[src/rtl/uart_rx_fifo.sv]
// UART receiver, mid-bit sampling, into a first-word-fall-through FIFO; a word is visible the cycle after its stop sample.
// No backpressure: a push into a full FIFO is dropped and sets sticky overrun. Define UART_RX_SYNC_EN for a 2-flop d_in synchroniser (+2 cycles).
module uart_rx_fifo #(
  parameter int DATA_W       = 8,
  parameter int CLKS_PER_BIT = 16,
  parameter int FIFO_DEPTH   = 4
) (
  input  logic              clk,
  input  logic              ARstN,
  input  logic              en,
  input  logic              parity_en,
  input  logic              parity_odd,
  input  logic              d_in,
  input  logic              rd,
  output logic [DATA_W-1:0] d_out,
  output logic              valid,
  output logic              parity_err,
  output logic              frame_err,
  output logic              overrun,
  output logic              busy
);

  localparam int H  = CLKS_PER_BIT / 2;
  localparam int CW = $clog2(CLKS_PER_BIT);
  localparam int BW = $clog2(DATA_W + 1);
  localparam int AW = $clog2(FIFO_DEPTH);
  localparam int WW = DATA_W + 2;

  typedef enum logic [2:0] {IDLE, START, DATA, PARITY, STOP, BREAK} state_t;

  logic rx;

`ifdef UART_RX_SYNC_EN
  logic [1:0] sync;
  always_ff @(posedge clk or negedge ARstN) begin
    if (!ARstN) sync <= 2'b11;
    else        sync <= {sync[0], d_in};
  end
  assign rx = sync[1];
`else
  assign rx = d_in;
`endif

  state_t            state;
  logic [CW-1:0]     cnt;
  logic [BW-1:0]     nbits;
  logic [DATA_W-1:0] shreg;
  logic              p_en;
  logic              p_odd;
  logic              perr;
  logic              tick;
  logic              half;
  logic              push;
  logic [WW-1:0]     push_word;

  assign tick = (cnt == CW'(CLKS_PER_BIT - 1));
  assign half = (cnt == CW'(H - 1));

  // The stop sample itself is the push: the word lands in the FIFO on that edge.
  assign push      = (state == STOP) && tick;
  assign push_word = {~rx, perr, shreg};

  always_ff @(posedge clk or negedge ARstN) begin
    if (!ARstN) begin
      state <= IDLE;
      cnt   <= '0;
      nbits <= '0;
      shreg <= '0;
      p_en  <= 1'b0;
      p_odd <= 1'b0;
      perr  <= 1'b0;
      busy  <= 1'b0;
    end else begin
      case (state)
        IDLE: begin
          if (!rx && en) begin
            state <= START;
            cnt   <= '0;
            nbits <= '0;
            p_en  <= parity_en;
            p_odd <= parity_odd;
            perr  <= 1'b0;
            busy  <= 1'b1;
          end
        end
        START: begin
          if (half) begin
            cnt <= '0;
            if (rx) begin
              state <= IDLE;
              busy  <= 1'b0;
            end else begin
              state <= DATA;
            end
          end else begin
            cnt <= cnt + CW'(1);
          end
        end
        DATA: begin
          if (tick) begin
            cnt   <= '0;
            shreg <= {rx, shreg[DATA_W-1:1]};
            nbits <= nbits + BW'(1);
            if (nbits == BW'(DATA_W - 1)) state <= p_en ? PARITY : STOP;
          end else begin
            cnt <= cnt + CW'(1);
          end
        end
        PARITY: begin
          if (tick) begin
            cnt   <= '0;
            perr  <= ^shreg ^ rx ^ p_odd;
            state <= STOP;
          end else begin
            cnt <= cnt + CW'(1);
          end
        end
        STOP: begin
          if (tick) begin
            cnt <= '0;
            if (rx) begin
              state <= IDLE;
              busy  <= 1'b0;
            end else begin
              state <= BREAK;
            end
          end else begin
            cnt <= cnt + CW'(1);
          end
        end
        BREAK: begin
          if (rx) begin
            state <= IDLE;
            busy  <= 1'b0;
          end
        end
        default: begin
          state <= IDLE;
          busy  <= 1'b0;
        end
      endcase
    end
  end

  logic [WW-1:0] mem [FIFO_DEPTH];
  logic [AW-1:0] wptr;
  logic [AW-1:0] rptr;
  logic [AW:0]   count;
  logic          full;
  logic          pop;
  logic          wr;
  logic [WW-1:0] head;

  assign full = (count == (AW+1)'(FIFO_DEPTH));
  assign pop  = rd && (count != '0);
  // A pop in the same cycle frees the slot, so a push into a full FIFO is kept.
  assign wr   = push && (!full || pop);

  always_ff @(posedge clk) begin
    if (wr) mem[wptr] <= push_word;
  end

  always_ff @(posedge clk or negedge ARstN) begin
    if (!ARstN) begin
      wptr    <= '0;
      rptr    <= '0;
      count   <= '0;
      overrun <= 1'b0;
    end else begin
      if (wr)  wptr <= wptr + AW'(1);
      if (pop) rptr <= rptr + AW'(1);
      case ({wr, pop})
        2'b10:   count <= count + (AW+1)'(1);
        2'b01:   count <= count - (AW+1)'(1);
        default: count <= count;
      endcase
      if (pop)              overrun <= 1'b0;
      else if (push && full) overrun <= 1'b1;
    end
  end

  assign valid      = (count != '0);
  assign head       = mem[rptr];
  assign d_out      = valid ? head[DATA_W-1:0] : '0;
  assign parity_err = valid & head[DATA_W];
  assign frame_err  = valid & head[DATA_W+1];

endmodule
[config.mk]
export PLATFORM = sky130hd
export DESIGN_NAME = uart_rx_fifo
export DESIGN_NICKNAME = d
export VERILOG_FILES = /design/src/rtl/uart_rx_fifo.sv
export SDC_FILE = /design/constraint.sdc
export NUM_CORES = 1
export LEC_CHECK = 0
export ABC_AREA = 1
export CAP_MARGIN = 25
export CORE_MARGIN = 2
export CORE_UTILIZATION = 25
export CTS_BUF_LIST = sky130_fd_sc_hd__clkbuf_4 sky130_fd_sc_hd__clkbuf_8
export DETAILED_ROUTE_END_ITERATION = 10
export GPL_TIMING_DRIVEN = 0
export SYNTH_ARGS = -nofsm -noshare
export SYNTH_HDL_FRONTEND = slang
export SYNTH_SLANG_ARGS = --single-unit
[constraint.sdc]
create_clock -name clk -period 1.9 [get_ports clk]
set_clock_uncertainty 0.05 [all_clocks]
set_input_delay 0.285 -clock clk [delete_from_list [all_inputs] [get_ports clk]]
set_output_delay 0.285 -clock clk [all_outputs]
set_load 0.01 [all_outputs]
== Word level (Yosys, flattened, before mapping) ==
Memory sizes are Yosys's and may differ from the RTL's.
Cells that the tools add are included.

* Register bits: 31
* RAM bits: 40
* Word-level logic and storage cells: 99
* Memories: 1

{| class="wikitable"
|+ Memory list
! memory !! words !! bits a word !! read ports !! clocked after Yosys merged registers in !! wr ports !! RTL line !! text
|-
| mem || 4 || 10 || 1 || 0 || 1 || 145 || <nowiki>logic [WW-1:0] mem [FIFO_DEPTH];</nowiki>
|}

* Add/sub/neg operators: 6
* Eq/ne operators: 18
* Mux-type cells: 31
* Bitwise operators: 6
* Reductions and logical operators: 25

{| class="wikitable"
|+ Operator list
! operator !! count
|-
| $mux 3 || 9
|-
| $pmux 3 s6 || 1
|-
| $mux 4 || 4
|-
| $ne 2x2->1 const B || 7
|-
| $pmux 4 s3 || 1
|-
| $mux 1 || 10
|-
| $eq 3x3->1 const B || 3
|-
| $add 4x1->4 const B || 2
|-
| $eq 4x3->1 const B || 2
|-
| $mux 8 || 1
|-
| $pmux 4 s2 || 1
|-
| $reduce_bool 2->1 || 4
|-
| $reduce_xor 8->1 || 1
|-
| $reduce_and 7->1 || 1
|-
| $eq 3x2->1 const B || 2
|-
| $pmux 3 s2 || 1
|-
| $reduce_and 2->1 || 3
|-
| $reduce_and 3->1 || 2
|-
| $reduce_bool 3->1 || 2
|-
| $logic_and 1x1->1 || 5
|-
| $pmux 1 s5 || 1
|-
| $add 2x1->2 const B || 2
|-
| $eq 4x4->1 const B || 1
|-
| $reduce_and 4->1 || 1
|-
| other kinds (15) || 19
|}

== Longest topological paths before layout ==
* Depth after elaboration: 6
* Depth in mapped cells: 10

== Worst setup path after synthesis ==
No wires, ideal clock.

* Path kind: register to register
* Start: reg cnt[0]
* End: mem mem[0][0] (netlist name), enable pin
* Setup time: 0.376 ns
* Arrival time: 1.458 ns
* Data required time: 1.474 ns
* Setup slack: 0.016 ns
* Cell stages (with the launch flop): 6
* Buffers on the path: 0
* Period minus slack after synthesis: 1.884 ns
* Cell sequence: dfrtp_1 ha_1 nand3_2 nor2_4 o21ai_4 nor2_1

* Cells in the longest elaborated chain, start to end: 5

{| class="wikitable"
|+ RTL lines
! element !! RTL line !! text
|-
| start: declaration || 45 || <nowiki>logic [CW-1:0] cnt;</nowiki>
|-
| start signal: assignment || 96 || <nowiki>cnt <= cnt + CW'(1);</nowiki>
|-
| start signal: assignment || 106 || <nowiki>cnt <= cnt + CW'(1);</nowiki>
|-
| start signal: assignment || 115 || <nowiki>cnt <= cnt + CW'(1);</nowiki>
|-
| $eq 4x4->1 || 56 || <nowiki>assign tick = (cnt == CW'(CLKS_PER_BIT - 1));</nowiki>
|-
| $logic_and 1x1->1 || 60 || <nowiki>assign push = (state == STOP) && tick;</nowiki>
|-
| $logic_and 1x1->1 || 157 || <nowiki>assign wr = push && (!full || pop);</nowiki>
|-
| $mux 1 || 160 || <nowiki>if (wr) mem[wptr] <= push_word;</nowiki>
|-
| $mux 1 (implied by the code) || 160 ||
|-
| end: declaration || 145 ||
|}

Every way passes these cells.

== Worst setup path in the final report ==
* Start: reg count[0]
* End: reg count[2]

* Cells in the longest elaborated chain, start to end: 6

{| class="wikitable"
|+ RTL lines
! element !! RTL line !! text
|-
| start: declaration || 148 || <nowiki>logic [AW:0] count;</nowiki>
|-
| start signal: assignment || 173 || <nowiki>2'b10: count <= count + (AW+1)'(1);</nowiki>
|-
| start signal: assignment || 174 || <nowiki>2'b01: count <= count - (AW+1)'(1);</nowiki>
|-
| start signal: assignment || 175 || <nowiki>default: count <= count;</nowiki>
|-
| $eq 3x3->1 or $reduce_bool 3->1 (tied branches) || 154, 155 ||
|-
| $logic_not 1->1 or $logic_and 1x1->1 (tied branches) || 157, 155 ||
|-
| $logic_or 1x1->1 || 157 ||
|-
| $logic_and 1x1->1 || 157 ||
|-
| $eq 2x1->1 or $eq 2x2->1 (tied branches) || 172 || <nowiki>case ({wr, pop})</nowiki>
|-
| $pmux 3 s2 or $reduce_bool 2->1 (tied branches) || -- ||
|}

Parallel ways exist; a longest one is shown, timed or not.
A chain may end at the register's enable or synchronous reset.

==> results.yml <==
run_status:
  status: "finished, violations left"
  violations: "setup timing"
worst_setup_path:
  r2r-start: "count[0]"
  crit_fanout: 7
  crit_path_end: "count[2]"
  crit_chain: "inv_2 -> nand3_4 -> o21ai_4 -> nand2_4 -> fa_2 -> nand3b_1 -> nand3_1 -> nand2_1 -> nand2_1"
  worst_r2r_path_depth: 9
  cp-end-kind: "flop"
  regToRegSetupSlack_ps: -30
  crit_slowest_cell: "dfrtp_1"
  worst-endpoint-arrival_ps: 2160
  crit_start: "count[0]"
  r2r_end: "count[2]"
  path_class: "reg2reg"
  required_ps: 2130
  startpoint_type: "flop"
  crit_path_max_incr_delay_ps: 430
  crit_top_cell: "nand2_1"
synthesis:
  ys_top_cells_by_area: "edfxtp_1 (36%), dfrtp_1 (23%), nand2_1 (7.8%), nor2_1 (6.3%), o21ai_0 (5.3%)"
  ys_types: 35
  postSynthAreaPerCell_um2: 9.48
  synth_top_cell_by_area: "edfxtp_1"
  yosysMostFrequentCell: "nand2_1"
  synth_nets: 370
  ys_async_sr_fraction: 0.437
  synth_edf_count: 40
  synth-seq-cells: 71
  synth_area_um2: 3370
  ys.warnings.count: 0
  synth-seq-area-share: 0.586
  synth_top_area_frac: 0.356
  synthTopCellsByCount: "nand2_1 (70), nor2_1 (57), edfxtp_1 (40)"
  synth_ff_type: "edfxtp_1"
  synthCells: 356
timing:
  final.setup.worst_slack_ps: -31.7
  worst_pin_slew_ps: 756
  finalCritPeriodShare: 1.02
  clock.fmax_mhz: 518
  setup_tns_ps: -50.8
  relSlewSlack: 0.496
  slew_violations: 0
  rsz0062_at_grt: "true"
  min_period_ps: 1930
  hold_viol_final: 0
  finalSetupViolCount: 3
drt:
  final_antenna_net_count: 0
  totalWireLength_mm: 7.27
  vias: 2522
  post-route-drc-count: 0
  firstDrtPassIters: 4
  drt_iter0_markers: 141
  vias_per_cell: 4.33
  routedWlPerCell_um: 12.5
grt:
  antenna_found_initial: 0
  grt_pass1_wl_mm: 12.5
  grt_max_degree: 32
  grt_remaining_overflow: 0
  grt_pass1_vias: 2613
  grtUsageTotal: 0.110
job:
  maxCapViolations: 0
floorplan:
  std_cell_rows: 42
  chipWidth_um: 120
  core_um2: 13200
  initial_core_util: 0.256
  dieArea_um2: 14400
  die_h_um: 120
  io_pins: 20
cts:
  cts_root_buf: "clkbuf_8"
  htreeDepth: 3
  clk_latency_ps: 340
  cts_buffers: 9
  clk_pin_slew_ps: 90
  clockBufferDepth: 2
  cts_tree: "yes"
  cts.sinks: 71
finish:
  syn2layout_area_growth_pct: 23.7
  finish.utilization: 0.316
  final_area_um2: 4170
  nNetsFinal: 415
  diodes: 0
  drive_above_1_share: 0.214
placed_design:
  place_hpwl_mm: 4.66
  post_dp_cell_area_um2: 3770
  gp_congestion: 0.803
  io_buffers: 18
pwr:
  finalPower_mw: 5.16
  leakage_nw: 1.71
  ir_drop_uv: 360
  power_density_nw_per_um2: 1240
worst_hold_path:
  hold_class: "in2reg"
area by class of cell:
class | count | area (µm²)
buffer | 8 | 90.1
clock buffer | 9 | 124
clock inverter | 7 | 61.3
fill | 1342 | 9020
inverter | 39 | 148
multi-input combinational | 238 | 1290
sequential | 71 | 1980
tap | 176 | 220
timing repair buffer | 34 | 265
metal layers:
metal	vias to the layer above	wire, µm	track usage
li1	1270	-	-
met1	1211	3390	0.136
met2	33	3570	0.186
met3	8	231	0.0283
met4	0	78	0.0404
met5	-	0	0
kinds of logic after synthesis:
group           count (synthesis)  synth area share
simple gates                  162             0.217
fa+ha+maj                       7            0.0282
flops                          71             0.586
buf+inv                        47            0.0530
xor+xnor                        5            0.0130
compound gates                 64             0.103
worst min path at each step:
| stage | start | to | slack [ps] | cells after the start |
|---|---|---|---|---|
| 2_1_floorplan | ARstN | busy | -60 | 0 |
| 3_3_place_gp | p_odd | p_odd | 430 | 2 |
| 3_5_place_dp | ARstN | nbits[2] | 360 | 1 |
| 4_1_cts | d_in | shreg[7] | 260 | 3 |
| 5_1_grt | d_in | shreg[7] | 280 | 3 |
| 6_report | d_in | shreg[7] | 270 | 3 |
flip-flops by register name, summed over array words and instances (netlist names), 2 cells and up:
| name | cells |
|---|---|
| count | 3 |
| wptr | 2 |
| state | 3 |
| rptr | 2 |
| shreg | 8 |
| cnt | 4 |
| mem | 40 |
| nbits | 4 |
cell usage in the layout, fill, tap and decap left out, types with 2 or more instances in the layout:
cell             Yosys  layout
buf_6                0       4
o21ai_0             36      31
nand3_4              1       3
nand3_2              4       2
nand4_1              2       2
buf_2                2      13
nand3_1             14      14
nor2_2               3       2
clkinvlp_4           0       2
nand2_1             70      70
nor2_1              57      53
dfrtp_1             31      30
buf_4                0      11
a21oi_1             19      18
o31ai_1              2       2
nand2_2              3       3
edfxtp_1            40      40
nor2_4               2       7
clkbuf_8             0      14
inv_1               31      28
inv_6                0       3
nor3_1               2       2
inv_2                7      10
ha_1                 6       5
o21ai_1              2       7
clkdlybuf4s50_1      0       6
xor2_1               4       4
critical path, delay by kind of cell, from the launching register on:
kind	cells	cell delay, ps
AND/OR/NAND/NOR	6	590
flip-flops	1	430
adder cells (fa/ha/maj)	1	350
AO/OA/AOI/OAI	1	340
buffers and inverters	1	110
where the power goes:
| group | leakage (nW) | internal, mW | switching [mW] |
|---|---|---|---|
| sequential | 0.755 | 1.76 | 0.189 |
| combinational | 0.870 | 0.907 | 1.17 |
| clock | 0.0888 | 0.499 | 0.646 |
through the flow:
step	hold slack [ps]	instances	setup slack, ps
after global routing	281	582	-124
after CTS	259	580	-103
after detailed placement	357	550	-494
after global placement	433	550	-469
final	267	582	-31.7
after floorplan	-60.6	356	15.7
timing repair:
action,CTS,global route
resized for setup,78,13
hold buffers,1,0
hold endpoints to repair,31,0
endpoints found under the setup margin,52,33
cloned,2,0
pin swaps,7,9
buffers inserted,11,3
No activity file was read; power rests on OpenSTA's default activity.
